**src/rtl/adder7_share_arb.sv**
```systemverilog
// Round-robin arbiter that time-shares one combinational 7-in/4-out adder datapath
// among NREQ requesters: accept -> one evaluation cycle -> held response with requester ID.
module adder7_share_arb #(
   parameter int NREQ = 4,
   parameter int IDW  = $clog2(NREQ),
   parameter int CNTW = 16
) (
   input  logic              clk,
   input  logic              rst,
   input  logic [NREQ-1:0]   req_valid,
   input  logic [7*NREQ-1:0] req_data,
   output logic [NREQ-1:0]   req_ready,
   output logic [6:0]        dp_in,
   output logic              dp_en,
   input  logic [3:0]        dp_out,
   output logic              rsp_valid,
   input  logic              rsp_ready,
   output logic [3:0]        rsp_data,
   output logic [IDW-1:0]    rsp_id,
   output logic [CNTW-1:0]   txn_count
);

   typedef enum logic [1:0] {S_IDLE, S_EVAL, S_RESP} state_t;

   state_t           state_q, state_d;
   logic [IDW-1:0]   ptr_q, ptr_d;
   logic [IDW-1:0]   gnt_idx;
   logic             gnt_found;
   logic             accept;
   logic [6:0]       dp_in_q;
   logic [3:0]       rsp_data_q;
   logic [IDW-1:0]   rsp_id_q;
   logic [CNTW-1:0]  cnt_q;
   logic [6:0]       req_op [NREQ];

   // Modular index base+off over 0..NREQ-1, so non-power-of-two NREQ wraps correctly.
   function automatic logic [IDW-1:0] wrap_idx(input logic [IDW-1:0] base, input int off);
      int s;
      s = int'(base) + off;
      if (s >= NREQ) s = s - NREQ;
      return s[IDW-1:0];
   endfunction

   always_comb begin
      gnt_found = 1'b0;
      gnt_idx   = '0;
      for (int k = 0; k < NREQ; k++) begin
         if (!gnt_found && req_valid[wrap_idx(ptr_q, k)]) begin
            gnt_found = 1'b1;
            gnt_idx   = wrap_idx(ptr_q, k);
         end
      end
   end

   assign accept = (state_q == S_IDLE) && gnt_found && !rst;

   generate
      for (genvar gi = 0; gi < NREQ; gi++) begin : g_req
         assign req_op[gi]    = req_data[7*gi +: 7];
         assign req_ready[gi] = accept && (gnt_idx == IDW'(gi));
      end
   endgenerate

   always_comb begin
      state_d = state_q;
      ptr_d   = ptr_q;
      case (state_q)
         S_IDLE: begin
            if (accept) begin
               state_d = S_EVAL;
               ptr_d   = wrap_idx(gnt_idx, 1);
            end
         end
         S_EVAL:  state_d = S_RESP;
         S_RESP:  if (rsp_ready) state_d = S_IDLE;
         default: state_d = S_IDLE;
      endcase
   end

   always_ff @(posedge clk or posedge rst) begin
      if (rst) begin
         state_q    <= S_IDLE;
         ptr_q      <= '0;
         dp_in_q    <= '0;
         rsp_data_q <= '0;
         rsp_id_q   <= '0;
         cnt_q      <= '0;
      end else begin
         state_q <= state_d;
         ptr_q   <= ptr_d;
         // Operand stays on dp_in until the next accept to keep the datapath quiet.
         if (accept) begin
            dp_in_q  <= req_op[gnt_idx];
            rsp_id_q <= gnt_idx;
         end
         if (state_q == S_EVAL) rsp_data_q <= dp_out;
         if (state_q == S_RESP && rsp_ready) cnt_q <= cnt_q + CNTW'(1);
      end
   end

   assign dp_in     = dp_in_q;
   assign dp_en     = (state_q == S_EVAL);
   assign rsp_valid = (state_q == S_RESP);
   assign rsp_data  = rsp_data_q;
   assign rsp_id    = rsp_id_q;
   assign txn_count = cnt_q;

endmodule
```
**config.mk**
```make
export PLATFORM = sky130hd
export DESIGN_NAME = adder7_share_arb
export DESIGN_NICKNAME = d
export VERILOG_FILES = /design/src/rtl/adder7_share_arb.sv
export SDC_FILE = /design/constraint.sdc
export NUM_CORES = 1
export LEC_CHECK = 0
export CAP_MARGIN = 10
export CORE_AREA = 2 2 78 95
export CTS_BUF_LIST = sky130_fd_sc_hd__clkbuf_4 sky130_fd_sc_hd__clkbuf_8
export CTS_CLUSTER_SIZE = 8
export DETAILED_ROUTE_END_ITERATION = 12
export DIE_AREA = 0 0 80 97
export PLACE_DENSITY = 0.52
export SYNTH_ARGS = -nofsm -noshare
export SYNTH_HDL_FRONTEND = slang
export SYNTH_SLANG_ARGS = --single-unit
```
**constraint.sdc**
```tcl
create_clock -name clk -period 3.65 [get_ports clk]
set_clock_uncertainty 0.15 [all_clocks]
set_input_delay 0.5475 -clock clk [delete_from_list [all_inputs] [get_ports clk]]
set_output_delay 0.5475 -clock clk [all_outputs]
set_load 0.02 [all_outputs]
```
# [After elaboration in Yosys (flattened, before gate mapping)]
# Index checks and enable logic that the tools add are counted.
[totals] reg_bits=33 inputBits=39 out_inout_bits=35 word_cells=79
[classes] add_sub_neg=10 n_lt_le_gt_ge=10 n_eq_ne=7 n_mux=27 bitwise=1 n_reduce_logical=18
[op_table] cell="two-way mux 2 bit" count=11
[op_table] cell="adder 16 x 1 -> 16 bit, second input constant" count=1
[op_table] cell="greater-or-equal comparator 3 bit, second input constant" count=5
[op_table] cell="binary-select mux 7 bit (select 2 bit)" count=1
[op_table] cell="two-way mux 7 bit" count=2
[op_table] cell="less-than comparator 2 x 3 -> 1 bit, second input constant" count=4
[op_table] cell="logical AND 1 bit" count=10
[op_table] cell="subtractor 2 x 1 -> 2 bit, second input constant" count=5
[op_table] cell="binary-select mux 1 bit (select 2 bit)" count=4
[op_table] cell="two-way mux 1 bit" count=8
[op_table] cell="adder 2 x 1 -> 3 bit, second input constant" count=2
[op_table] cell="adder 2 x 2 -> 3 bit, second input constant" count=2
[op_table] cell="== test 2 bit, second input constant" count=3
[op_table] cell="case mux 2 bit (3 select lines)" count=1
[op_table] cell="== test 2 x 1 -> 1 bit, second input constant" count=2
[op_table] cell="zero test 1 bit" count=4
[op_table] cell="zero test 2 bit" count=2
[op_table] cell="AND reduction 2 bit" count=2
[op_table] cell="greater-or-equal comparator 2 x 3 -> 1 bit, second input constant" count=1
[op_table] cell="NOT 2 -> 3 bit" count=1
[op_table] cell="inequality test 2 x 1 -> 1 bit, second input constant" count=1
[op_table] cell="inequality test 2 bit, second input constant" count=1

# [Logic depth before layout (Yosys ltp)]
[depth] ltp_word=18 depth_mapped=7 depth_no_buf=7

# [Least setup slack after synthesis]
# No wires, ideal clock.
[synth_timing] path_kind="input-to-output" from="input req_valid[0]" to="output req_ready[0]" t_arrival_ns=1.902 required_time_ns=2.952 slack_ns=1.050 stages=7 path_buffers=1 cell_sequence="nor2b_1 -> a211o_1 -> a21oi_4 -> buf_12 -> inv_1 -> ha_1 -> and2_1"
[synth_between] elab_cells_between_ends=26 cone_classes="mux (16); reduce/logical (10)"
[synth_lines] element="start, declared" line="10" source="input logic [NREQ-1:0] req_valid,"
[synth_lines] element="binary-select mux 1 bit (select 2 bit)" line="48" source="if (!gnt_found && req_valid[wrap_idx(ptr_q, k)]) begin"
[synth_lines] element="two-way mux 1 bit (not written as such)" line="48"
[synth_lines] element="two-way mux 1 bit" line="48"
[synth_lines] element="zero test 1 bit" line="48"
[synth_lines] element="logical AND 1 bit" line="48"
[synth_lines] element="two-way mux 1 bit" line="48"
[synth_lines] element="zero test 1 bit" line="48"
[synth_lines] element="logical AND 1 bit" line="48"
[synth_lines] element="two-way mux 1 bit" line="48"
[synth_lines] element="zero test 1 bit" line="48"
[synth_lines] element="logical AND 1 bit" line="48"
[synth_lines] element="two-way mux 2 bit *" line="48"
[synth_lines] element="via gnt_idx[0]" line="27" source="logic [IDW-1:0] gnt_idx;"
[synth_lines] element="zero test 2 bit *" line="60" source="assign req_ready[gi] = accept && (gnt_idx == IDW'(gi));"
[synth_lines] element="logical AND 1 bit *" line="60"
[synth_lines] element="end, declared" line="12" source="output logic [NREQ-1:0] req_ready,"
# Mark *: on every way through the listed nets, which the timed path passes. The rest lies on a longest branch. The select of a mux whose other input is x is not followed.

# [Final worst setup path]
[layout_timing] from="input req_valid[1]" to="output req_ready[3]"
[layout_between] elab_cells_between_ends=26 cone_classes="eq/ne (1); mux (16); reduce/logical (9)"
[layout_lines] element="binary-select mux 1 bit (select 2 bit)" line="48"
[layout_lines] element="two-way mux 1 bit (not written as such)" line="48"
[layout_lines] element="two-way mux 1 bit" line="48"
[layout_lines] element="zero test 1 bit" line="48"
[layout_lines] element="logical AND 1 bit" line="48"
[layout_lines] element="two-way mux 1 bit" line="48"
[layout_lines] element="zero test 1 bit" line="48"
[layout_lines] element="logical AND 1 bit" line="48"
[layout_lines] element="two-way mux 1 bit" line="48"
[layout_lines] element="zero test 1 bit" line="48"
[layout_lines] element="logical AND 1 bit" line="48"
[layout_lines] element="two-way mux 2 bit *" line="48"
[layout_lines] element="via gnt_idx[1]" line="27"
[layout_lines] element="== test 2 bit *" line="60"
[layout_lines] element="logical AND 1 bit *" line="60"
# Marks and branches as above.

==> summary.md <==
| Metric | Value |
|---|---|
| Outcome | complete, no violations |
| DR pass1 iterations | 4 |
| Yosys top cell area share | 49.7% |
| IO Port Bufs | 73 |
| Reg2Reg Depth | 6 |
| Sequential area share after synthesis | 49.7% |
| Fin crit period | 3370 ps |
| Core box area | just under 0.007 mm² |
| Int Power | between 1 and 1.5 mW |
| CP endpoint kind | primary output |
| Rows | 33 |
| Fin nets | 276 |
| Syn Area/Cell | 10.9 µm² |
| Main synth FF type | dfrtp_1 |
| Synth Net Count | 196 |
| Cells after Synth | 152 |
| Gr ovfl total | 0 |
| Number of routed nets with antenna violations | 0 |
| Post-synth EDFFs | 0 |
| Area contributors post-synth | dfrtp_1 (50%), mux2i_1 (8.4%), xnor2_1 (6.3%) |
| Crit Path Class | primary input to primary output |
| P&R area growth vs syn | 57.7% |
| Worst hold path depth | 2 |
| Via count of the first global-routing pass | 1366 |
| Fmax | 297 MHz |
| Clk root buf | clkbuf_8 |
| Resized cells post-CTS | 0 |
| YS warnings | 0 |
| Sw Share | 35.2% |
| Final Instance Count excl. Fillers | 320 |
| Fin area | 0.00262 mm² |
| First-pass GRT wire length | around 6800 µm |
| Yosys top cell by area | dfrtp_1 |
| Final setup vio count | 0 |
| Worst-case vdd ir drop | 0.313 mV |
| Combinational share of power | 46.1% |
| Final slew viol count | 0 |
| RSZ-0062 raised after global routing | no |
| Routed wire length | 4180 µm |
| Initial antenna violation count | 0 |
| Cell leakage power | around 1.1 nW |
| CTS Buf Count | 5 |
| Hold Startpoint | dp_in[6]$_DFFE_PP0P_ |
| FF-to-FF setup slack | 1740 ps |
| Clock sink count | 33 |
| Tcrit/Tclk final | 92.2% |
| Clk buf depth | 2 |
| Hold Slack | around 340 ps |
| IO Pins | 74 |
| Crit path DAT | 2670 ps |
| CTS tree | done |
| Drt first-iter violations | 43 |
| Die Y | 97 µm |
| DRC Markers | 0 |
| Post-place instance area | 0.00250 mm² |
| Leading cell types by count after synthesis | dfrtp_1 (33), nand2_1 (21), mux2i_1 (14), xnor2_1 (12), inv_1 (9) |
| Largest net degree at the start of global routing | 21 |
| Final Hold Vio Count | 0 |
| Register area | 826 µm² |
| Worst slew pin tran | around 800 ps |
| Final worst slack | 284 ps |
| WL per Instance | 13.1 µm |
| Hold WC Path Type | flip-flop to flip-flop |
| Initial Utilization | 24.5% |
| Distinct cells, synth | 31 |
| Via count | 1357 |
| Multi-input logic area | ~770 µm² |
| Fin Setup TNS | 0 ps |
| Hpwl dp | between 3000 and 4000 µm |
| Post-CTS Setup Bufs | 0 |
| Crit path required time | around 3000 ps |
| Startpoint Class | primary input |
| Max_cap viols | 0 |
| Hold Buf Count CTS | 0 |
| Placed Cells | 312 |
| GPL Wtd Cong | 0.694 |
| Most frequent cell after synthesis | dfrtp_1 |
| Min-Delay Endpoint | dp_in[6]$_DFFE_PP0P_ |
| Reg2reg start | ptr_q[0]$_DFFE_PP0P_ |
| Sequential share of power | between 30% and 40% |
| Max FO, Critical Path | 5 |
| Number of vias per cell | 4.24 |
| All-Layer GR Usage | 11.2% |
| Die Footprint | 0.00776 mm² |
| ANT cells | 0 |
| Clock-pin transition on the worst setup and hold timing paths | 70 ps |
| Proportion of layout cells with a drive suffix above 1 | 7.73% |
| H-tree Lvls | 2 |
| Number of fill cells in the layout | 702 |
| Clk pwr share | 20.9% |
| Die X | 80 µm |
| Max-slew headroom | between 40% and 50% |
| Clk_lat worst skew | 280 ps |
| Pre-CTS setup slack | 282 ps |
| Asr flop ratio synth | 100% |
| Sw power | 0.601 mW |
| Mapped Area | around 0.0017 mm² |
| Power Density | 652 mW/mm² |
| R2R Path End | dp_in[1]$_DFFE_PP0P_ |
| Synthesized flop and latch total | 33 |
power by group through the flow:
stage	Sequential [mW]	Combinational (mW)	Clock [mW]
after detailed placement	0.568	0.799	0
after global routing	0.583	0.858	0.386
after floorplan	0.672	0.352	0
after global placement	0.568	0.798	0
after CTS	0.564	0.803	0.372
final	0.562	0.788	0.358
state kept, by name (all words and copies together), names as in the netlist:
register / cells
ptr_q: 2
state_q: 2
dp_in: 7
rsp_id: 2
txn_count: 16
rsp_data: 4
cell families (layout without fill, tap and decap cells):
| group | after synthesis | after routing | share of synthesized area, % |
|---|---|---|---|
| fa+ha+maj | 5 | 5 | 3.77 |
| simple gates | 50 | 50 | 14.7 |
| xor+xnor | 15 | 15 | 7.91 |
| flops | 33 | 33 | 49.7 |
| buf+inv | 14 | 95 | 4.14 |
| mux | 19 | 19 | 11.8 |
| compound gates | 16 | 16 | 7.98 |
cell usage in the layout (no fill, tap or decap), types with 2 or more instances in the layout:
master	instances
a21oi_1	2
and2_1	4
and3_1	3
buf_4	4
clkbuf_8	6
clkdlybuf4s50_1	73
dfrtp_1	33
ha_1	5
inv_1	9
mux2_2	5
mux2i_1	14
nand2_1	21
nand3_1	5
nand4_1	2
nor2_1	6
nor2b_1	3
o221ai_1	8
xnor2_1	12
xor2_1	3
worst max path at each step:
stage	from	end	slack [ps]	cells after the start
finish	req_valid[1]	req_ready[3]	280	8
global route	req_valid[1]	req_ready[2]	180	8
CTS	req_valid[1]	req_ready[2]	270	8
detailed placement	req_valid[1]	req_ready[2]	280	8
global placement	req_valid[1]	req_ready[3]	320	8
floorplan	req_valid[0]	req_ready[0]	1050	7
metrics by stage:
step | total power, mW | util (%)
after floorplan | 1.02 | -
after global placement | 1.37 | 36.9
after detailed placement | 1.37 | 36.9
after CTS | 1.74 | 38.7
after global routing | 1.83 | 38.7
final | 1.71 | 38.7
final cells by class:
class / count / area share (%)
Timing Repair Buffer: 77 / 29.0
Inverter: 10 / 1.43
Tap cell: 87 / 4.15
Multi-Input combinational cell: 105 / 29.3
Sequential cell: 33 / 31.5
Clock buffer: 7 / 3.44
Clock inverter: 1 / 1.15
per-layer routing:
| layer | wire length [µm] | track usage, % |
|---|---|---|
| met2 | 2120 | 19.2 |
| met4 | 44 | 3.52 |
| met5 | 0 | 0 |
| met1 | 1840 | 13.7 |
| met3 | 176 | 2.71 |
critical path: stages:
cell	delay (ps)
clkdlybuf4s50_1	550
a21oi_1	60
or3b_1	340
o211ai_1	190
inv_1	140
ha_1	190
and2_1	130
clkdlybuf4s50_1	530
No activity file was read; power rests on OpenSTA's default activity.
